--- src/rtl/tpu_pkg.sv ---
// tpu_pkg: shared types and helpers for the systolic matrix-multiply engine.
//   state_e    : control FSM states (IDLE, FEED, DONE)
//   acc_width  : default accumulator width for a given operand width and N
//   relu       : ReLU on a sign-extended accumulator value (ACC_MAX bits)
package tpu_pkg;

  typedef enum logic [1:0] {
    IDLE = 2'd0,
    FEED = 2'd1,
    DONE = 2'd2
  } state_e;

  // Widest accumulator the shared ReLU helper handles; callers sign-extend
  // their ACC_W value up to this width and truncate the result back.
  localparam int ACC_MAX = 64;

  // Full-precision product plus growth for N terms, plus 4 bits of headroom
  // so up to 16 accumulated tiles cannot overflow.
  function automatic int acc_width(input int width, input int n);
    return 2 * width + $clog2(n) + 4;
  endfunction

  function automatic logic signed [ACC_MAX-1:0] relu(input logic signed [ACC_MAX-1:0] x);
    return x[ACC_MAX-1] ? '0 : x;
  endfunction

endpackage

--- src/rtl/systolic_pe.sv ---
// systolic_pe: one output-stationary processing element.
//   clk, rst       : clock, synchronous active-high reset
//   clear          : zero the accumulator at this edge (takes priority)
//   a_in / b_in    : operands arriving from the left / from above
//   a_out / b_out  : operands registered one stage, passed right / down
//   acc_out        : value the accumulator takes at the coming edge
module systolic_pe #(
  parameter int WIDTH = 8,
  parameter int ACC_W = 22
) (
  input  logic                    clk,
  input  logic                    rst,
  input  logic                    clear,
  input  logic signed [WIDTH-1:0] a_in,
  input  logic signed [WIDTH-1:0] b_in,
  output logic signed [WIDTH-1:0] a_out,
  output logic signed [WIDTH-1:0] b_out,
  output logic signed [ACC_W-1:0] acc_out
);

  logic signed [2*WIDTH-1:0] prod;
  logic signed [ACC_W-1:0]   acc_q, acc_d;
  logic signed [WIDTH-1:0]   a_q, b_q;

  assign prod = a_in * b_in;

  // Sign-extend the product; wrap-around on overflow is intended.
  always_comb begin
    acc_d = clear ? '0 : acc_q + {{(ACC_W-2*WIDTH){prod[2*WIDTH-1]}}, prod};
  end

  always_ff @(posedge clk) begin
    if (rst) begin
      a_q   <= '0;
      b_q   <= '0;
      acc_q <= '0;
    end else begin
      a_q   <= a_in;
      b_q   <= b_in;
      acc_q <= acc_d;
    end
  end

  assign a_out   = a_q;
  assign b_out   = b_q;
  // Exposing the next value lets the output register capture the final sum
  // on the same edge that the last product lands in the corner PE.
  assign acc_out = acc_d;

endmodule

--- src/rtl/systolic_array_nxn.sv ---
// systolic_array_nxn: N x N output-stationary systolic matrix multiplier.
//   clk, rst     : clock, synchronous active-high reset
//   start        : request, accepted only in IDLE
//   accumulate   : with start, 1 keeps accumulators, 0 clears them
//   transpose    : with start, 1 multiplies by B transposed
//   activation   : with start, 1 applies ReLU to the outputs
//   a_mat, b_mat : operand tiles, row-major, element [r][c] at r*N+c
//   busy         : high while the wavefront runs
//   done         : one-cycle pulse, c_mat valid from this cycle
//   c_mat        : registered result, row-major, held until next done
module systolic_array_nxn
  import tpu_pkg::*;
#(
  parameter int N     = 4,
  parameter int WIDTH = 8,
  parameter int ACC_W = acc_width(WIDTH, N)
) (
  input  logic                 clk,
  input  logic                 rst,
  input  logic                 start,
  input  logic                 accumulate,
  input  logic                 transpose,
  input  logic                 activation,
  input  logic [N*N*WIDTH-1:0] a_mat,
  input  logic [N*N*WIDTH-1:0] b_mat,
  output logic                 busy,
  output logic                 done,
  output logic [N*N*ACC_W-1:0] c_mat
);

  localparam int LAST  = 3 * N - 3;
  localparam int T_W   = $clog2(3 * N - 2);
  localparam int IDX_W = $clog2(N);

  state_e         state_q, state_d;
  logic [T_W-1:0] t_q, t_d;
  logic           accept;
  logic           activation_q;

  // b_q holds B' (already transposed if requested) so the skew logic is uniform.
  logic signed [WIDTH-1:0] a_q [N][N];
  logic signed [WIDTH-1:0] b_q [N][N];

  logic signed [WIDTH-1:0] row_edge [N];
  logic signed [WIDTH-1:0] col_edge [N];
  logic signed [WIDTH-1:0] a_bus [N][N+1];
  logic signed [WIDTH-1:0] b_bus [N+1][N];
  logic signed [ACC_W-1:0] acc_bus [N][N];
  logic signed [ACC_W-1:0] c_q [N][N];
  logic signed [ACC_W-1:0] c_d [N][N];

  assign accept = start && (state_q == IDLE);

  always_comb begin
    state_d = state_q;
    t_d     = t_q;
    case (state_q)
      IDLE: if (start) begin
        state_d = FEED;
        t_d     = '0;
      end
      FEED: if (t_q == T_W'(LAST)) state_d = DONE;
            else                   t_d     = t_q + 1'b1;
      DONE:    state_d = IDLE;
      default: state_d = IDLE;
    endcase
  end

  always_ff @(posedge clk) begin
    if (rst) begin
      state_q      <= IDLE;
      t_q          <= '0;
      activation_q <= 1'b0;
      for (int i = 0; i < N; i++) begin
        for (int k = 0; k < N; k++) begin
          a_q[i][k] <= '0;
          b_q[i][k] <= '0;
        end
      end
    end else begin
      state_q <= state_d;
      t_q     <= t_d;
      if (accept) begin
        activation_q <= activation;
        for (int i = 0; i < N; i++) begin
          for (int k = 0; k < N; k++) begin
            a_q[i][k] <= a_mat[(i*N+k)*WIDTH +: WIDTH];
            b_q[i][k] <= transpose ? b_mat[(k*N+i)*WIDTH +: WIDTH]
                                   : b_mat[(i*N+k)*WIDTH +: WIDTH];
          end
        end
      end
    end
  end

  // Diagonal skew: row i starts i cycles late, column j starts j cycles late.
  // Outside the window (and outside FEED) the edges carry zero, so nothing
  // stale is ever multiplied into an accumulator.
  always_comb begin
    for (int i = 0; i < N; i++) begin
      row_edge[i] = '0;
      col_edge[i] = '0;
    end
    if (state_q == FEED) begin
      for (int i = 0; i < N; i++) begin
        if ((int'(t_q) >= i) && (int'(t_q) - i < N)) begin
          row_edge[i] = a_q[i][IDX_W'(int'(t_q) - i)];
          col_edge[i] = b_q[IDX_W'(int'(t_q) - i)][i];
        end
      end
    end
  end

  genvar gi, gj;
  generate
    for (gi = 0; gi < N; gi++) begin : g_edge
      assign a_bus[gi][0] = row_edge[gi];
      assign b_bus[0][gi] = col_edge[gi];
    end
    for (gi = 0; gi < N; gi++) begin : g_row
      for (gj = 0; gj < N; gj++) begin : g_col
        systolic_pe #(
          .WIDTH (WIDTH),
          .ACC_W (ACC_W)
        ) u_pe (
          .clk     (clk),
          .rst     (rst),
          .clear   (accept && !accumulate),
          .a_in    (a_bus[gi][gj]),
          .b_in    (b_bus[gi][gj]),
          .a_out   (a_bus[gi][gj+1]),
          .b_out   (b_bus[gi+1][gj]),
          .acc_out (acc_bus[gi][gj])
        );
        assign c_mat[(gi*N+gj)*ACC_W +: ACC_W] = c_q[gi][gj];
      end
    end
  endgenerate

  always_comb begin
    logic signed [ACC_MAX-1:0] ext;
    logic signed [ACC_MAX-1:0] rel;
    for (int i = 0; i < N; i++) begin
      for (int j = 0; j < N; j++) begin
        ext       = {{(ACC_MAX-ACC_W){acc_bus[i][j][ACC_W-1]}}, acc_bus[i][j]};
        rel       = relu(ext);
        c_d[i][j] = activation_q ? rel[ACC_W-1:0] : acc_bus[i][j];
      end
    end
  end

  // Capture on the edge that ends the last FEED cycle, i.e. entering DONE.
  always_ff @(posedge clk) begin
    if (rst) begin
      for (int i = 0; i < N; i++)
        for (int j = 0; j < N; j++)
          c_q[i][j] <= '0;
    end else if ((state_q == FEED) && (t_q == T_W'(LAST))) begin
      for (int i = 0; i < N; i++)
        for (int j = 0; j < N; j++)
          c_q[i][j] <= c_d[i][j];
    end
  end

  assign busy = (state_q == FEED);
  assign done = (state_q == DONE);

endmodule

--- config.mk ---
export PLATFORM = sky130hd
export DESIGN_NAME = systolic_array_nxn
export DESIGN_NICKNAME = d
export VERILOG_FILES = /design/src/rtl/tpu_pkg.sv /design/src/rtl/systolic_pe.sv /design/src/rtl/systolic_array_nxn.sv
export SDC_FILE = /design/constraint.sdc
export NUM_CORES = 2
export LEC_CHECK = 0
export ABC_AREA = 1
export CAP_MARGIN = 20
export CORE_MARGIN = 3
export CORE_UTILIZATION = 55
export CTS_CLUSTER_SIZE = 12
export DETAILED_ROUTE_END_ITERATION = 16
export GPL_TIMING_DRIVEN = 0
export HOLD_SLACK_MARGIN = 0.06
export PLACE_DENSITY = 0.72
export SYNTH_ARGS = -nofsm -noshare
export SYNTH_HDL_FRONTEND = slang
export SYNTH_SLANG_ARGS = --single-unit
export TNS_END_PERCENT = 10
--- constraint.sdc ---
create_clock -name clk -period 18.88 [get_ports clk]
set_input_delay 3.776 -clock clk [delete_from_list [all_inputs] [get_ports clk]]
set_output_delay 3.776 -clock clk [all_outputs]
set_load 0.005 [all_outputs]
=== Word-level counts from Yosys, hierarchy flattened ===
Memories as Yosys holds them, arrays and structs flattened. A register that Yosys moved wholly into a read port is not among the register bits.
Cells that the tools add are included.

* $add $sub $neg: 20
* Multiply operators: 16
* Order comparisons: 11
* Equal/unequal tests: 6
* Multiplexer cells: 146
* Bitwise gates (word level): 52
* Reductions and logical operators: 11

{| class="wikitable"
|+ Operators with widths
! cell !! count
|-
| $mux 22 || 48
|-
| $mux 8 || 60
|-
| $add 22x22->22 || 16
|-
| $mux 21 || 16
|-
| $mul 8x8->16 || 16
|-
| $lt 32x4->1 const B || 3
|-
| $bmux 8 s2 || 4
|-
| $mux 32 || 2
|-
| $or 1x1->1 || 48
|-
| $ge 2x3->1 const B || 4
|-
| $sub 4x2->5 const B || 2
|-
| $ge 4x2->1 const B || 2
|-
| $mux 1 || 8
|-
| $mux 2 || 4
|-
| $mux 4 || 2
|-
| $not 2->2 || 4
|-
| $pmux 4 s2 || 1
|-
| $logic_and 1x1->1 || 6
|-
| $sub 4x1->5 const B || 1
|-
| $add 4x1->4 const B || 1
|-
| $eq 4x4->1 const B || 1
|-
| $ge 4x1->1 const B || 1
|-
| $lt 4x3->1 const B || 1
|-
| $ne 2x2->1 const B || 2
|-
| other kinds (9) || 9
|}

* Bits in registers: 551
* Memory bits (writable): 608
* Bits of input ports: 262
* Output and inout bits: 354
* Word-level logic and storage cells: 308
* Memories kept: 3

{| class="wikitable"
|+ Memories
! memory !! depth !! bits a word !! rd ports !! clocked after memory_dff !! wr ports !! RTL line !! RTL
|-
| c_q || 4 || 88 || 4 || 0 || 4 || systolic_array_nxn.sv:49 || <nowiki>logic signed [ACC_W-1:0] c_q [N][N];</nowiki>
|-
| a_q || 4 || 32 || 4 || 0 || 4 || systolic_array_nxn.sv:41 || <nowiki>logic signed [WIDTH-1:0] a_q [N][N];</nowiki>
|-
| b_q || 4 || 32 || 4 || 1 || 4 || systolic_array_nxn.sv:42 || <nowiki>logic signed [WIDTH-1:0] b_q [N][N];</nowiki>
|}

=== Depth between registers and ports, before layout ===
* Word-level depth: 13
* Depth in mapped cells: 45
* Depth with buffers taken out: 42

=== Cells and area by module ===
From an unflattened synthesis, not the netlist that was laid out.

* Cell total of the unflattened synthesis: 14,847
* Area total of the unflattened synthesis: 110,761.2 um2

{| class="wikitable"
|+ By module, submodules not included
! module !! instances !! cells an instance !! area an instance (um2) !! sequential area each (um2)
|-
| systolic_array_nxn || 1 || 2,657 || 27,074.7 || 18,437.7
|-
| systolic_pe (g_row[2].g_col[2].u_pe ...) || 5 || 767 || 5,207.5 || 760.7
|-
| systolic_pe (g_row[0].g_col[0].u_pe ...) || 4 || 778 || 5,347.6 || 760.7
|-
| systolic_pe (g_row[1].g_col[1].u_pe ...) || 4 || 738 || 5,119.9 || 760.7
|-
| systolic_pe (g_row[1].g_col[0].u_pe) || 1 || 782 || 5,356.4 || 760.7
|-
| systolic_pe (g_row[2].g_col[1].u_pe) || 1 || 761 || 5,211.2 || 760.7
|-
| systolic_pe (g_row[3].g_col[3].u_pe) || 1 || 748 || 5,211.2 || 760.7
|}

=== Worst setup path after synthesis ===
OpenSTA, ideal clock, no wires.

* Path kind: in2reg
* Start: input port rst
* End: memory c_q[0][0] (netlist bit) (enable)
* Setup time: 2,604 ps
* Arrival: 9,771 ps
* Required time: 16,276 ps
* Setup slack: 6,506 ps
* Stages: 3
* Buffers on the path: 1
* Cell sequence: clkbuf_1 -> inv_1 -> nand2_1

{| class="wikitable"
|+ RTL lines
! item !! RTL line !! RTL
|-
| from (decl) || systolic_array_nxn.sv:19 || <nowiki>input logic rst,</nowiki>
|-
| to (decl) || systolic_array_nxn.sv:49 ||
|}

==> flow_summary.yaml <==
logic_synthesis:
  synth_edf_count: 608
  yosysTopAreaCellShare: 0.177
  synthArstFlopShare: 0
  ys_seq_area_frac: 0.285
  yosysMostFrequentCell: "nand2_1"
  synth_area_um2: 103000
  syn_inst: 13360
  yosys-top-cells-count: "2663 x nand2_1, 2587 x inv_1, 1903 x nor2_1, 897 x fa_1, 811 x ha_1"
  synth_area_per_cell_um2: 7.70
  synth_top_cell_by_area: "edfxtp_1"
  synth.distinct_cells: 55
  ys.flop_type: "edfxtp_1"
  synthTopCellsByArea: "edfxtp_1 18%, fa_1 17%, dfxtp_1 11%"
  synth_nets: 15330
  yosysWarnings: 0
  ys_ff_latch: 1161
timing:
  min_period_over_period: 0.616
  fin_crit_ns: 11.63
  skew_ns: 0.0346
  slew_violations: 0
  finalHoldViolCount: 0
  rsz0062_at_grt: "no"
  timing.slew.headroom: 0.175
  timing.setup.tns_ns: 0
  fmax_mhz: 86.0
  setup_viol: 0
  max_slew.worst_pin.slew_ns: 1.24
setup_path:
  worstPathRequired_ns: 19.38
  cp_slowest_cell: "nor2_1"
  slowest_delay_ns: 0.73
  crit_path_end_kind: "flip-flop"
  crit_buf_inv: 10
  arrival_ns: 12.13
  critPathTopFamily: "adder cells"
  crit_fanout: 13
  cp-start-kind: "flip-flop"
  path_class: "flip-flop to flip-flop"
  cp_common_cell: "nand2_1"
detailed_routing:
  drt-initial-drc-count: 8817
  drtAntennaViolNets: 0
  drc_errors: 0
  wirelength_um: 372000
  drt_first_pass_iters: 7
  viasPerCell: 5.56
  wire_per_inst_um: 22.2
  num_vias: 93013
placed_design:
  dpl.hpwl_um: 304000
  globalplace.congestion: 1.02
  dpl_cell_area_um2: 113000
  io_buffers: 613
clocking:
  clock_latency_ns: 0.84
  clock-root-buffer: "clkbuf_16"
  cts.clk_slew.worst_paths_ns: 0.06
  cts_resized: 0
  ctsHoldBuffers: 0
  clk_path_buf_depth: 3
  htreeDepth: 4
  cts.sinks: 1161
  cts_tree: "done"
  post-cts-setup-buffer-count: 0
  cts_made_buffers: 142
final_layout:
  areaGrowthSynthToFinish_pct: 14.0
  num-nets-final: 16108
  drive_above_1_share: 0.0425
  postLayoutCellArea_um2: 117000
power:
  ir_drop_mv: 0.0719
  p_leak_nw: 57.0
  power_mw: 6.55
  powerDensity_nw_per_um2: 55.8
grt:
  grtUsageTotal: 0.384
  grt_pass1_vias: 91885
  grtUsageMet2: 0.624
  met1_usage: 0.462
  grt_max_degree: 133
  top_usage_layer: "met2"
  grt_use_met3: 0.0642
  grt_pass1_wl_um: 552000
  overflow: 0
  antenna_found_initial: 28
die:
  ioPinCount: 616
  rows: 158
  chipWidth_um: 438
  start_util: 0.554
  dieArea_um2: 192000
  core_region_area_um2: 186000
  die_h_um: 438
flow_run:
  cap_violations: 0
worst_hold_path:
  hold_class: "flip-flop to flip-flop"
outcome:
  status: "finished, final reports clean"
layout by cell type (no fill, tap or decap), drive strengths merged, types with 3 or more instances in the layout:
master	instances
xor2	145
dfxtp	553
clkinv	42
bufinv	12
nor3b	3
nand2	2666
a31oi	13
buf	150
clkbuf	491
edfxtp	608
diode	15
nor4	35
fa	897
a21boi	18
o21bai	36
nand4	242
ha	811
a21o	15
nand3	539
inv	2606
a21oi	741
o21ai	443
or2	177
o22ai	51
xnor2	109
clkdlybuf4s50	613
nor2	1932
nand3b	28
clkinvlp	8
o2111ai	5
nor3	206
o211ai	38
final timing paths:
kind                                                   start                                    endpoint  slack, ns  cells past startpoint
setup reg to reg                         t_q[1]$_SDFFE_PP0P_                     c_q[0][9]$_SDFFCE_PN0P_       7.25                     39
hold / removal    g_row[0].g_col[1].u_pe.a_out[0]$_SDFF_PP0_  g_row[0].g_col[2].u_pe.a_out[0]$_SDFF_PP0_       0.61                      2
hold reg to reg   g_row[0].g_col[1].u_pe.a_out[0]$_SDFF_PP0_  g_row[0].g_col[2].u_pe.a_out[0]$_SDFF_PP0_       0.61                      2
setup / recovery                         t_q[1]$_SDFFE_PP0P_                     c_q[0][9]$_SDFFCE_PN0P_       7.25                     39
worst reg2reg max path, delay by kind of cell (launching register included):
family | cells | cell delay, ns
AO/OA/AOI/OAI | 8 | 1.71
XOR/XNOR | 1 | 0.64
adder cells (fa/ha/maj) | 7 | 3.32
buffers and inverters | 10 | 2.50
flip-flops | 1 | 0.60
AND/OR/NAND/NOR | 13 | 2.53
cell type report:
cell class / instances / area, um^2
Multi-Input combinational cell: 9164 / 61900
Fill cell: 16414 / 68300
Timing Repair Buffer: 634 / 6570
Buffer: 434 / 1940
Inverter: 2601 / 9770
Sequential cell: 1161 / 29300
Antenna cell: 15 / 37.5
Clock buffer: 186 / 3900
Clock inverter: 67 / 787
Tap cell: 2480 / 3100
sequential cells by signal, indices dropped and copies added, names as in the netlist, named ones only:
signal,flops
a_q,128
b_q,128
g_row.g_col.u_pe.a_out,96
activation_q,1
state_q,2
g_row.g_col.u_pe.acc_q,352
g_row.g_col.u_pe.b_out,96
t_q,4
c_q,352
logic make-up (layout without fill, tap and decap cells):
logic type	after synthesis	after routing	share of synthesized area
adder cells (fa/ha/maj)	1708	1708	0.273
other	0	15	0
flip-flops	1161	1161	0.285
XOR/XNOR	254	254	0.0216
AO/OA/AOI/OAI	1371	1371	0.0711
buffers and inverters	3035	3922	0.114
AND/OR/NAND/NOR	5831	5831	0.235
stage by stage:
step / std cells / setup slack, ns / hold WS [ns] / utilization
floorplan: 13360 / 6.51 / 0.489 / -
global placement: 16453 / 2.45 / 0.579 / 0.604
detailed placement: 16472 / 7.69 / 0.587 / 0.606
CTS: 16725 / 7.67 / 0.607 / 0.632
global route: 16730 / 7.24 / 0.617 / 0.632
finish: 16742 / 7.25 / 0.605 / 0.632
per-layer routing:
metal,vias to the layer above,share of wire
li1,43323,-
met1,44408,0.37
met2,4267,0.46
met3,1001,0.082
met4,14,0.085
met5,-,0.00025
where the power goes:
group | internal (mW) | switching [mW]
Clock | 1.63 | 1.20
Combinational | 0.292 | 0.621
Sequential | 2.76 | 0.0439
(Power assumes the default switching activity.)
